File: src/rtl/sdram_rr_scheduler.sv
// sdram_rr_scheduler: four-port round-robin arbiter for the 4-word-burst SDRAM controller,
// with an urgent override for the display read port and a hung-transaction watchdog.
module sdram_rr_scheduler #(
    parameter int URGENT_CYC  = 64,
    parameter int TIMEOUT_CYC = 1023
) (
    input  logic         clk,
    input  logic         rst,
    input  logic         en,
    input  logic [3:0]   i_req,
    input  logic [3:0]   i_we,
    input  logic [95:0]  i_addr,
    input  logic [255:0] i_wdata,
    output logic [3:0]   o_done,
    output logic [63:0]  o_rdata,
    output logic [3:0]   o_grant,
    output logic         o_err,
    input  logic         i_err_clr,
    output logic [1:0]   sdram_req,
    output logic [23:0]  sdram_addr,
    output logic [63:0]  sdram_wdata,
    input  logic [63:0]  sdram_rdata,
    input  logic [1:0]   sdram_done
);
    localparam logic [1:0] IDLE  = 2'd0;
    localparam logic [1:0] ISSUE = 2'd1;
    localparam logic [1:0] DONE  = 2'd2;
    localparam int TW = $clog2(TIMEOUT_CYC + 1);

    logic [1:0]    state, ptr, own, win, idx;
    logic [3:0]    mask, cand;
    logic [6:0]    wait_cnt;
    logic [TW-1:0] tmo;
    logic          found, urgent, go, hit;

    always_comb begin
        cand   = i_req & ~mask;
        urgent = int'(wait_cnt) >= URGENT_CYC;
        win    = ptr;
        found  = 1'b0;
        idx    = ptr;
        for (int i = 1; i <= 4; i++) begin
            idx = ptr + 2'(i);
            if (!found && cand[idx]) begin
                win   = idx;
                found = 1'b1;
            end
        end
        if (urgent && cand[0]) win = 2'd0;
        go  = (state == IDLE) && en && found;
        hit = |(sdram_req & sdram_done);
    end

    always_ff @(posedge clk or posedge rst) begin
        if (rst) begin
            state       <= IDLE;
            ptr         <= 2'd3;
            own         <= 2'd0;
            mask        <= 4'd0;
            wait_cnt    <= 7'd0;
            tmo         <= '0;
            o_done      <= 4'd0;
            o_rdata     <= 64'd0;
            o_grant     <= 4'd0;
            o_err       <= 1'b0;
            sdram_req   <= 2'd0;
            sdram_addr  <= 24'd0;
            sdram_wdata <= 64'd0;
        end else begin
            if (i_err_clr) o_err <= 1'b0;
            if (!i_req[0] || (go && win == 2'd0)) wait_cnt <= 7'd0;
            else if (!o_grant[0] && !(&wait_cnt)) wait_cnt <= wait_cnt + 7'd1;
            if (state == IDLE) begin
                mask <= 4'd0;
                if (go) begin
                    state       <= ISSUE;
                    own         <= win;
                    o_grant     <= 4'b0001 << win;
                    sdram_addr  <= i_addr[24*win +: 24];
                    sdram_wdata <= i_wdata[64*win +: 64];
                    sdram_req   <= i_we[win] ? 2'b10 : 2'b01;
                    tmo         <= '0;
                end
            end else if (state == ISSUE) begin
                if (hit || tmo == TW'(TIMEOUT_CYC)) begin
                    state     <= DONE;
                    sdram_req <= 2'd0;
                    o_done    <= o_grant;
                    ptr       <= own;
                    if (hit && sdram_req[0]) o_rdata <= sdram_rdata;
                    if (!hit) o_err <= 1'b1;
                end else begin
                    tmo <= tmo + 1'b1;
                end
            end else begin
                // one-cycle mask lets the finished requester drop req a cycle late
                state   <= IDLE;
                mask    <= o_grant;
                o_done  <= 4'd0;
                o_grant <= 4'd0;
            end
        end
    end
endmodule

File: config.mk
export PLATFORM = sky130hd
export DESIGN_NAME = sdram_rr_scheduler
export DESIGN_NICKNAME = d
export VERILOG_FILES = /design/src/rtl/sdram_rr_scheduler.sv
export SDC_FILE = /design/constraint.sdc
export NUM_CORES = 1
export LEC_CHECK = 0
export BUFFER_PORTS_ARGS = -buffer_cell sky130_fd_sc_hd__buf_4
export CAP_MARGIN = 20
export CORE_AREA = 2 2 228 230
export DETAILED_ROUTE_END_ITERATION = 10
export DIE_AREA = 0 0 230 232
export PLACE_DENSITY_LB_ADDON = 0.08
export SLEW_MARGIN = 20
export SYNTH_ARGS = -nofsm -noshare
export SYNTH_HDL_FRONTEND = slang
export SYNTH_SLANG_ARGS = --single-unit
File: constraint.sdc
create_clock -name clk -period 5.4 [get_ports clk]
set_input_delay 0.27 -clock clk [delete_from_list [all_inputs] [get_ports clk]]
set_output_delay 0.27 -clock clk [all_outputs]
set_load 0.01 [all_outputs]
==> flow_summary.json, run 1 <==
{
  "rows": 83,
  "antenna_found_initial": 7,
  "wl_um": 46300,
  "irDropWorstVdd_v": 0.000303,
  "synthesis.area_um2": 9450,
  "hold_end": "sdram_addr[20]",
  "reg2regPathDepth": 6,
  "track_usage_pct": 17.1,
  "hp-class": "input pin to flip-flop",
  "hold_viol_final": 0,
  "drtAntennaViolNets": 0,
  "via_count": 9916,
  "synth-seq-cells": 190,
  "outcome": "completed",
  "ys.flop_type": "dfrtp_1",
  "p_leak_nw": 8.35,
  "numCtsBuffers": 17,
  "synth_seq_area_share_pct": 50.3,
  "criticalPathCategory": "flip-flop to flip-flop",
  "area_growth_syn_to_layout_pct": 85.0,
  "cp.arrival_ns": 4.18,
  "critPathCaptureType": "flip-flop",
  "wl_per_cell_um": 20.1,
  "grt_max_degree": 104,
  "final_max_slew_viol_count": 0,
  "die_y_um": 232,
  "synth_cells": 818,
  "relSlewSlack_pct": 23.5,
  "whs_path_depth": 3,
  "maxCapViolCount": 0,
  "hold_ws_ns": 0.0492,
  "die-area_um2": 53400,
  "yosysWarnings": 0,
  "start_util_pct": 18.6,
  "clk_latency_ns": 0.50,
  "design.core.area_um2": 50900,
  "tightest_slew_ns": 1.15,
  "cts_tree": "done",
  "clock_path_buffers": 2,
  "drive_above_1_share_pct": 43.9,
  "setup_tns_ns": 0,
  "nets": 2037,
  "timing.rr.end": "sdram_wdata[40]",
  "timing.rr.start": "state[1]",
  "skew_ns": 0.0244,
  "setup.worst_path.start_class": "flip-flop",
  "rsz0062_at_grt": "no",
  "gr-total-overflow": 0,
  "syn-num-nets": 1250,
  "grt_pass1_vias": 10700,
  "drcViolationCount": 0,
  "synth_cell_types": 49,
  "clkTransAtPathRegs_ns": 0.08,
  "ctsResizeCount": 0,
  "die_x_um": 230,
  "power_mw": 8.09,
  "fin_crit_sh_pct": 69.5,
  "clock-sinks": 190,
  "synth_edf_count": 0,
  "port_buffers": 592,
  "async_flop_share_pct": 100,
  "grt_pass1_wl_um": 67500,
  "dr.pass1.iters": 4,
  "cts_root_buf": "clkbuf_16",
  "setup_violations": 0,
  "ff2ff_setup_slack_ns": 1.65,
  "min_from": "i_addr[20]",
  "drtIter0Drc": 397,
  "crit_fanout": 46,
  "pre_cts_slack_ns": 1.78,
  "h-tree-depth": 4,
  "vias_per_cell": 4.31,
  "power_density_nw_per_um2": 463,
  "gp_congestion": 0.788,
  "critPathRequiredTime_ns": 5.83,
  "min_period_ns": 3.75,
  "setup_slack_ns": 1.65,
  "dpl.hpwl_um": 33900,
  "avgSynthCellArea_um2": 11.6,
  "clock.fmax_mhz": 266,
  "ios": 593
}
## flip-flops by register name, summed over array words and instances, names as in the netlist
| register | count |
|---|---|
| sdram_wdata | 64 |
| o_rdata | 64 |
| o_grant | 4 |
| ptr | 2 |
| o_done | 4 |
| sdram_addr | 24 |
| sdram_req | 2 |
| own | 2 |
| wait_cnt | 7 |
| tmo | 10 |
| o_err | 1 |
| state | 2 |
| mask | 4 |
## how the worst max path moves through the flow
stage,startpoint,end,slack [ns],depth (start not counted)
4_1_cts,state[1],sdram_wdata[40],1.58,6
5_1_grt,state[1],sdram_wdata[40],1.30,6
2_1_floorplan,rst,mask[0],2.68,1
6_report,state[1],sdram_wdata[40],1.65,6
3_5_place_dp,state[1],sdram_addr[23],1.78,6
3_3_place_gp,state[1],sdram_addr[10],1.83,6
## critical path, cell delays in order, from the launching register on
cell,delay (ns)
dfrtp_1,0.54
nor3b_1,0.37
o41a_2,0.90
nand3_4,0.76
o21ai_0,0.42
a221o_1,0.14
dlygate4sd3_1,0.53
## cells by family after synthesis
family | count (synthesis) | synth area share (%)
adders and majority gates | 2 | 0.265
xor gates and xnor gates | 13 | 1.20
muxes | 157 | 17.5
buffers and inverters | 74 | 3.95
AOI/OAI and AO/OA | 212 | 18.8
DFF | 190 | 50.3
and+or+nand+nor | 170 | 7.93
## cells in the final DEF (no fill, tap or decap), drive strengths merged, types with 4 or more instances in the layout
master | netlist | layout
dfrtp | 188 | 188
a32oi | 82 | 82
mux2 | 66 | 66
clkinv | 0 | 5
nand3 | 5 | 5
a2bb2oi | 85 | 85
mux2i | 91 | 91
o21ai | 18 | 18
and3 | 4 | 4
inv | 6 | 12
xor2 | 9 | 9
xnor2 | 4 | 4
a22o | 4 | 4
clkbuf | 24 | 17
diode | 0 | 5
nand3b | 4 | 4
nand2 | 114 | 114
buf | 44 | 602
nor2 | 19 | 19
nand4 | 7 | 7
a221o | 4 | 4
dlygate4sd3 | 0 | 234
nor2b | 5 | 5
## repair_timing
item,4_1_cts,5_1_grt
hold buffers,234,0
endpoints found under the hold margin,191,0
buffers inserted,0,0
endpoints found under the setup margin,0,0
## area by class of cell
class,count,area [µm²]
fill,5320,33400
clock inverter,15,170
clock buffer,17,425
multi-input combinational,554,4360
sequential,190,4760
antenna,5,12.5
tap,680,851
inverter,6,26.3
timing repair buffer,836,6890
## power breakdown
part / switching [mW] / leakage, nW / internal (mW)
combinational: 2.11 / 5.69 / 2.19
sequential: 0.396 / 2.37 / 2.07
clock: 0.675 / 0.285 / 0.658
total: 3.18 / 8.35 / 4.91
## per-layer routing
metal | vias up | part of all wire (%) | global-route usage (%)
li1 | 4691 | - | -
met1 | 4828 | 39 | 19.0
met2 | 353 | 52 | 30.3
met3 | 40 | 6.7 | 5.42
met4 | 4 | 2.3 | 6.17
met5 | - | 0.054 | 0
## metrics by stage
step           std cells  util (%)  cell area [µm²]
2_1_floorplan        818         -             9450
3_3_place_gp        2032      28.6            14500
3_5_place_dp        2032      28.6            14500
4_1_cts             2298      34.3            17500
5_1_grt             2301      34.4            17500
6_report            2303      34.4            17500
## Yosys cell counts (3+ instances only)
cell | count | area share (%)
a21oi_1 | 3 | 0.16
a221o_1 | 4 | 0.42
a22o_1 | 4 | 0.37
a2bb2oi_1 | 85 | 7.9
a32oi_1 | 82 | 7.6
and3_1 | 4 | 0.26
buf_1 | 4 | 0.16
buf_2 | 28 | 1.5
buf_4 | 8 | 0.64
buf_6 | 4 | 0.48
clkbuf_1 | 24 | 0.95
dfrtp_1 | 188 | 50
inv_1 | 6 | 0.24
mux2_2 | 66 | 7.9
mux2i_1 | 90 | 9.5
nand2_1 | 114 | 4.5
nand3_1 | 4 | 0.21
nand3b_1 | 4 | 0.32
nand4_1 | 7 | 0.46
nor2_1 | 19 | 0.75
nor2b_1 | 5 | 0.33
nor3_1 | 3 | 0.16
o21ai_0 | 14 | 0.74
o22ai_1 | 3 | 0.20
xnor2_1 | 4 | 0.37
xor2_1 | 9 | 0.83
No activity file was read; power rests on OpenSTA's default activity.
==> inputs of run 2 (changes only) <==
Clock period 5.4 ns to 3.5 ns, I/O delays scaled along.
==> run 2 against run 1 <==
Sequential share of layout area decreased by 0.71 points. Clock skew fell by 0.010 ns. Count of clock-buffer cells in the layout increased by 1. Die area stayed put. Final area grew 2.7%. First-iteration DRC count grew 0.76%. Combinational power grew 60%. Setup slack lost 1.4 ns. Cell count rose by 1.7%. Sequential power is 54% higher.
==> flow_summary.json, run 2 (synthesis gave the netlist of run 1 again) <==
{
  "path_delay_family": "buffers and inverters",
  "pre_cts_slack_ns": 0.833,
  "fin_util_pct": 35.3,
  "port_buffers": 592,
  "clock_path_buffers": 2,
  "clk_latency_ns": 0.48,
  "h-tree-depth": 4,
  "hold_ws_ns": 0.0512,
  "setup_violations": 0,
  "gr-total-overflow": 0,
  "power_density_nw_per_um2": 709,
  "max_stage_delay_ns": 0.60,
  "p_int_mw": 7.87,
  "hp-class": "input pin to flip-flop",
  "path_common_cell": "dlygate4sd3_1",
  "min_period_ns": 3.24,
  "p_sw_share_pct": 38.2,
  "crit_fanout": 93,
  "hold_viol_final": 0,
  "setup.worst_path.start_class": "flip-flop",
  "irDropWorstVdd_v": 0.000391,
  "cts_root_buf": "clkbuf_16",
  "antenna_found_initial": 5,
  "drcViolationCount": 0,
  "outcome": "completed",
  "grt_pass1_vias": 10800,
  "tightest_slew_ns": 0.909,
  "setup_slack_ns": 0.256,
  "clock.fmax_mhz": 308,
  "ios": 593,
  "wl_um": 46600,
  "grt_pass1_wl_um": 67900,
  "setup_tns_ns": 0,
  "combPwrFrac_pct": 53.8,
  "slowest_stage": "dlygate4sd3_1",
  "drtAntennaViolNets": 0,
  "nets": 2079,
  "final_common_cell": "buf_4",
  "ff2ff_setup_slack_ns": 0.26,
  "die_y_um": 232,
  "rows": 83,
  "gp_congestion": 0.784,
  "rsz0062_at_grt": "no",
  "via_count": 10100,
  "seqPwrFrac_pct": 29.8,
  "cts_tree": "done",
  "vias_per_cell": 4.30,
  "top_regs": "o_rdata x64, sdram_wdata x64, sdram_addr x24",
  "numCtsBuffers": 17,
  "critPathRequiredTime_ns": 3.93,
  "clock-sinks": 190,
  "fin_crit_sh_pct": 92.7,
  "p_leak_nw": 8.55,
  "path_buf_inv": 3,
  "clkPwrFrac_pct": 16.3,
  "cp.arrival_ns": 3.67,
  "dr.pass1.iters": 6,
  "area_growth_syn_to_layout_pct": 90.0,
  "dpl.hpwl_um": 34200,
  "switchingPower_mw": 4.87,
  "design.core.area_um2": 50900,
  "drtIter0Drc": 400,
  "maxCapViolCount": 0,
  "die_x_um": 230,
  "relSlewSlack_pct": 39.3,
  "cp_cell_sequence": "nor3b_1 > o41a_2 > buf_12 > a32oi_1 > dlygate4sd3_1 > nand2_1 > dlygate4sd3_1",
  "power_mw": 12.7,
  "skew_ns": 0.0143,
  "wl_per_cell_um": 19.9,
  "grt_max_degree": 102,
  "drive_above_1_share_pct": 43.4,
  "final_max_slew_viol_count": 0,
  "clkTransAtPathRegs_ns": 0.08,
  "die-area_um2": 53400,
  "start_util_pct": 18.6,
  "critPathCaptureType": "flip-flop",
  "criticalPathCategory": "flip-flop to flip-flop",
  "layout_common_cells": "buf_4 (604), dlygate4sd3_1 (264), dfrtp_1 (188)",
  "track_usage_pct": 17.1
}
-- run 2: path summary, 6_finish.rpt --
check	from	endpoint	depth (start not counted)
min	i_wdata[101]	sdram_wdata[37]	4
max in group asynchronous	rst	sdram_wdata[36]	4
min reg2reg	sdram_addr[15]	sdram_addr[15]	2
min in group asynchronous	rst	o_rdata[31]	3
max reg2reg	state[1]	sdram_addr[8]	7
max	state[1]	sdram_addr[8]	7
-- run 2: final cells by class --
class                   count  area, µm²
multi-input cells         554       4360
diodes                      3       7.51
inverters                   6       26.3
flip-flops and latches    190       4760
clock inverters            12        161
well taps                 680        851
clock buffers              18        429
repair buffers            878       7370
fillers                  5291      32900
-- run 2: routing by layer --
| metal | vias to the layer above | GRT usage [%] | routed length [µm] |
|---|---|---|---|
| li1 | 4779 | - | - |
| met1 | 4857 | 19.3 | 18100 |
| met2 | 378 | 29.8 | 23600 |
| met3 | 57 | 5.55 | 3330 |
| met4 | 2 | 7.22 | 1560 |
| met5 | - | 0 | 13 |
-- run 2: what timing repair did --
action                     CTS  global route
hold buffers               264             0
resized for setup            0             1
hold endpoints to repair   186             0
setup endpoints to repair    0             2
buffers inserted             0             0
-- run 2: power by group through the flow --
stage / Clock, mW / Sequential, mW / Combinational (mW)
after floorplan: 0 / 4.15 / 2.98
after global placement: 0 / 3.83 / 6.38
after detailed placement: 0 / 3.82 / 6.42
after CTS: 2.19 / 3.80 / 6.97
after global routing: 2.27 / 3.94 / 7.37
final: 2.08 / 3.80 / 6.86
-- run 2: worst reg2reg max path, delay by kind of cell (launching register included) --
family	cells	cell delay, ns
AO/OA/AOI/OAI	2	0.65
buffers and inverters	3	1.52
flip-flops	1	0.55
AND/OR/NAND/NOR	2	0.48
-- run 2: per-stage QoR --
stage                     cells  instance area (µm²)
final                      2341                18000
after detailed placement   2044                14700
after global routing       2340                18000
after floorplan             818                 9450
after CTS                  2338                17900
after global placement     2044                14700
==> inputs of run 3 (changes only) <==
Settings changed: CELL_PAD_IN_SITES_DETAIL_PLACEMENT from default to 0, CELL_PAD_IN_SITES_GLOBAL_PLACEMENT from default to 1, CORE_AREA 2 2 228 230 to 2 2 231 233, DIE_AREA 0 0 230 232 to 0 0 233 235, PLACE_DENSITY_LB_ADDON 0.08 to 0.1.
==> run 3 against run 2 <==
Combinational power rose by 0.6%. Clock power fell by 2%. Sequential power barely moved. First-iteration DRC count fell by 15%. Routed wire length rose by 4.4%. Count of clock-buffer cells in the layout fell by 1. Clock skew fell by 0.0055 ns. Critical path type unchanged. Largest cell class unchanged.
==> flow_summary.json, run 3 (synthesis gave the netlist of run 1 again) <==
{
  "relSlewSlack_pct": 43.5,
  "hold_viol_final": 0,
  "vias_per_cell": 4.29,
  "drtAntennaViolNets": 0,
  "skew_ns": 0.00884,
  "drtIter0Drc": 341,
  "top_regs": "o_rdata x64, sdram_wdata x64, sdram_addr x24",
  "tightest_slew_ns": 0.845,
  "p_sw_share_pct": 38.8,
  "path_delay_family": "simple AND/OR/NAND/NOR gates",
  "via_count": 10100,
  "die_x_um": 233,
  "die_y_um": 235,
  "outcome": "completed",
  "switchingPower_mw": 4.94,
  "clk_latency_ns": 0.49,
  "maxCapViolCount": 0,
  "h-tree-depth": 4,
  "hold_end": "sdram_wdata[36]",
  "place_area_um2": 14700,
  "min_period_ns": 3.37,
  "layout_common_cells": "buf_4 (603), dlygate4sd3_1 (272), dfrtp_1 (188)",
  "setup_tns_ns": 0,
  "critPathRequiredTime_ns": 3.93,
  "gr-total-overflow": 0,
  "cts_setup_buffers": 0,
  "grt_max_degree": 102,
  "min_from": "i_wdata[228]",
  "max_stage_delay_ns": 0.73,
  "clock.fmax_mhz": 297,
  "hp-class": "input pin to flip-flop",
  "die-area_um2": 54800,
  "p_int_mw": 7.78,
  "timing.rr.start": "ptr[1]",
  "grt_pass1_wl_um": 70200,
  "ios": 593,
  "seqPwrFrac_pct": 29.8,
  "port_buffers": 592,
  "setup.worst_path.start_class": "flip-flop",
  "wl_per_cell_um": 20.6,
  "final_max_slew_viol_count": 0,
  "cp.arrival_ns": 3.80,
  "rows": 84,
  "dr.pass1.iters": 4,
  "dp.cells": 2051,
  "fin_crit_sh_pct": 96.4,
  "p_leak_nw": 8.58,
  "grt_pass1_vias": 10900,
  "wl_um": 48600,
  "cp_cell_sequence": "or3b_1 > a31oi_1 > o21ai_4 > and4bb_4 > a32oi_1 > dlygate4sd3_1 > nand2_1 > dlygate4sd3_1",
  "clkPwrFrac_pct": 16.0,
  "clock_path_buffers": 2,
  "timing.rr.end": "sdram_addr[1]",
  "combPwrFrac_pct": 54.2,
  "crit_fanout": 31,
  "reg2regPathDepth": 8,
  "ff2ff_setup_slack_ns": 0.13,
  "dpl.hpwl_um": 36000,
  "criticalPathCategory": "flip-flop to flip-flop",
  "drive_above_1_share_pct": 43.3,
  "clock-sinks": 190,
  "final_common_cell": "buf_4",
  "antenna_found_initial": 5,
  "rsz0062_at_grt": "no",
  "start_util_pct": 18.1,
  "stdcell_count": 2358,
  "nets": 2086,
  "setup_violations": 0,
  "track_usage_pct": 17.5,
  "design.core.area_um2": 52200,
  "numCtsBuffers": 17,
  "cts_root_buf": "clkbuf_16",
  "slowest_stage": "and4bb_4",
  "irDropWorstVdd_v": 0.000396,
  "clkTransAtPathRegs_ns": 0.08,
  "area_growth_syn_to_layout_pct": 90.9,
  "path_common_cell": "dlygate4sd3_1",
  "gp_congestion": 0.780,
  "cts_tree": "done",
  "critPathCaptureType": "flip-flop",
  "drcViolationCount": 0,
  "final_area_um2": 18000,
  "whs_path_depth": 4,
  "path_buf_inv": 2,
  "power_density_nw_per_um2": 705
}
-- run 3: area by class of cell --
class                      instances  area [µm²]
sequential                       190        4760
tap                              688         861
clock buffer                      17         425
antenna                            3        7.51
multi-input combinational        554        4370
inverter                           6        26.3
timing repair buffer             885        7440
clock inverter                    15         153
fill                            5363       34200
-- run 3: worst register-to-register path, cell delays in order, from the launching register on --
cell,delay [ns]
dfstp_2,0.42
or3b_1,0.38
a31oi_1,0.28
o21ai_4,0.18
and4bb_4,0.73
a32oi_1,0.14
dlygate4sd3_1,0.59
nand2_1,0.06
dlygate4sd3_1,0.54
-- run 3: worst max-delay path by stage --
stage,startpoint,endpoint,slack [ns],cells past startpoint
floorplan,rst,mask[0],0.88,1
global placement,ptr[1],sdram_addr[2],0.94,6
detailed placement,mask[2],sdram_addr[15],0.88,8
CTS,mask[0],sdram_addr[14],0.02,9
global route,mask[1],sdram_addr[1],0.01,9
finish,ptr[1],sdram_addr[1],0.13,8
-- run 3: metal layers --
metal	up-vias	routed length, µm	track usage, %	part of all wire (%)
met3	31	3430	6.01	7.1
met2	333	25500	31.7	52
met4	4	784	4.65	1.6
met5	-	24	0	0.049
met1	4965	18900	19.4	39
li1	4793	-	-	-
-- run 3: timing repair --
| item | 4_1_cts | 5_1_grt |
|---|---|---|
| endpoints found under the hold margin | 178 | 0 |
| resized for setup | 0 | 4 |
| setup endpoints to repair | 0 | 4 |
| hold buffers | 272 | 0 |
-- run 3: power by group through the flow --
stage / Combinational (mW) / Sequential [mW] / Clock, mW
after floorplan: 2.98 / 4.15 / 0
after global placement: 6.43 / 3.81 / 0
after detailed placement: 6.46 / 3.82 / 0
after CTS: 7.03 / 3.80 / 2.15
after global routing: 7.44 / 3.92 / 2.23
final: 6.90 / 3.79 / 2.03
-- run 3: through the flow --
step	power, mW	setup WS [ns]	util [%]	hold WS (ns)
2_1_floorplan	7.12	0.878	-	0.274
3_3_place_gp	10.2	0.936	28.2	0.330
3_5_place_dp	10.3	0.877	28.2	0.336
4_1_cts	13.0	0.0213	34.5	0.000104
5_1_grt	13.6	0.0118	34.5	0.0248
6_report	12.7	0.128	34.5	0.0514
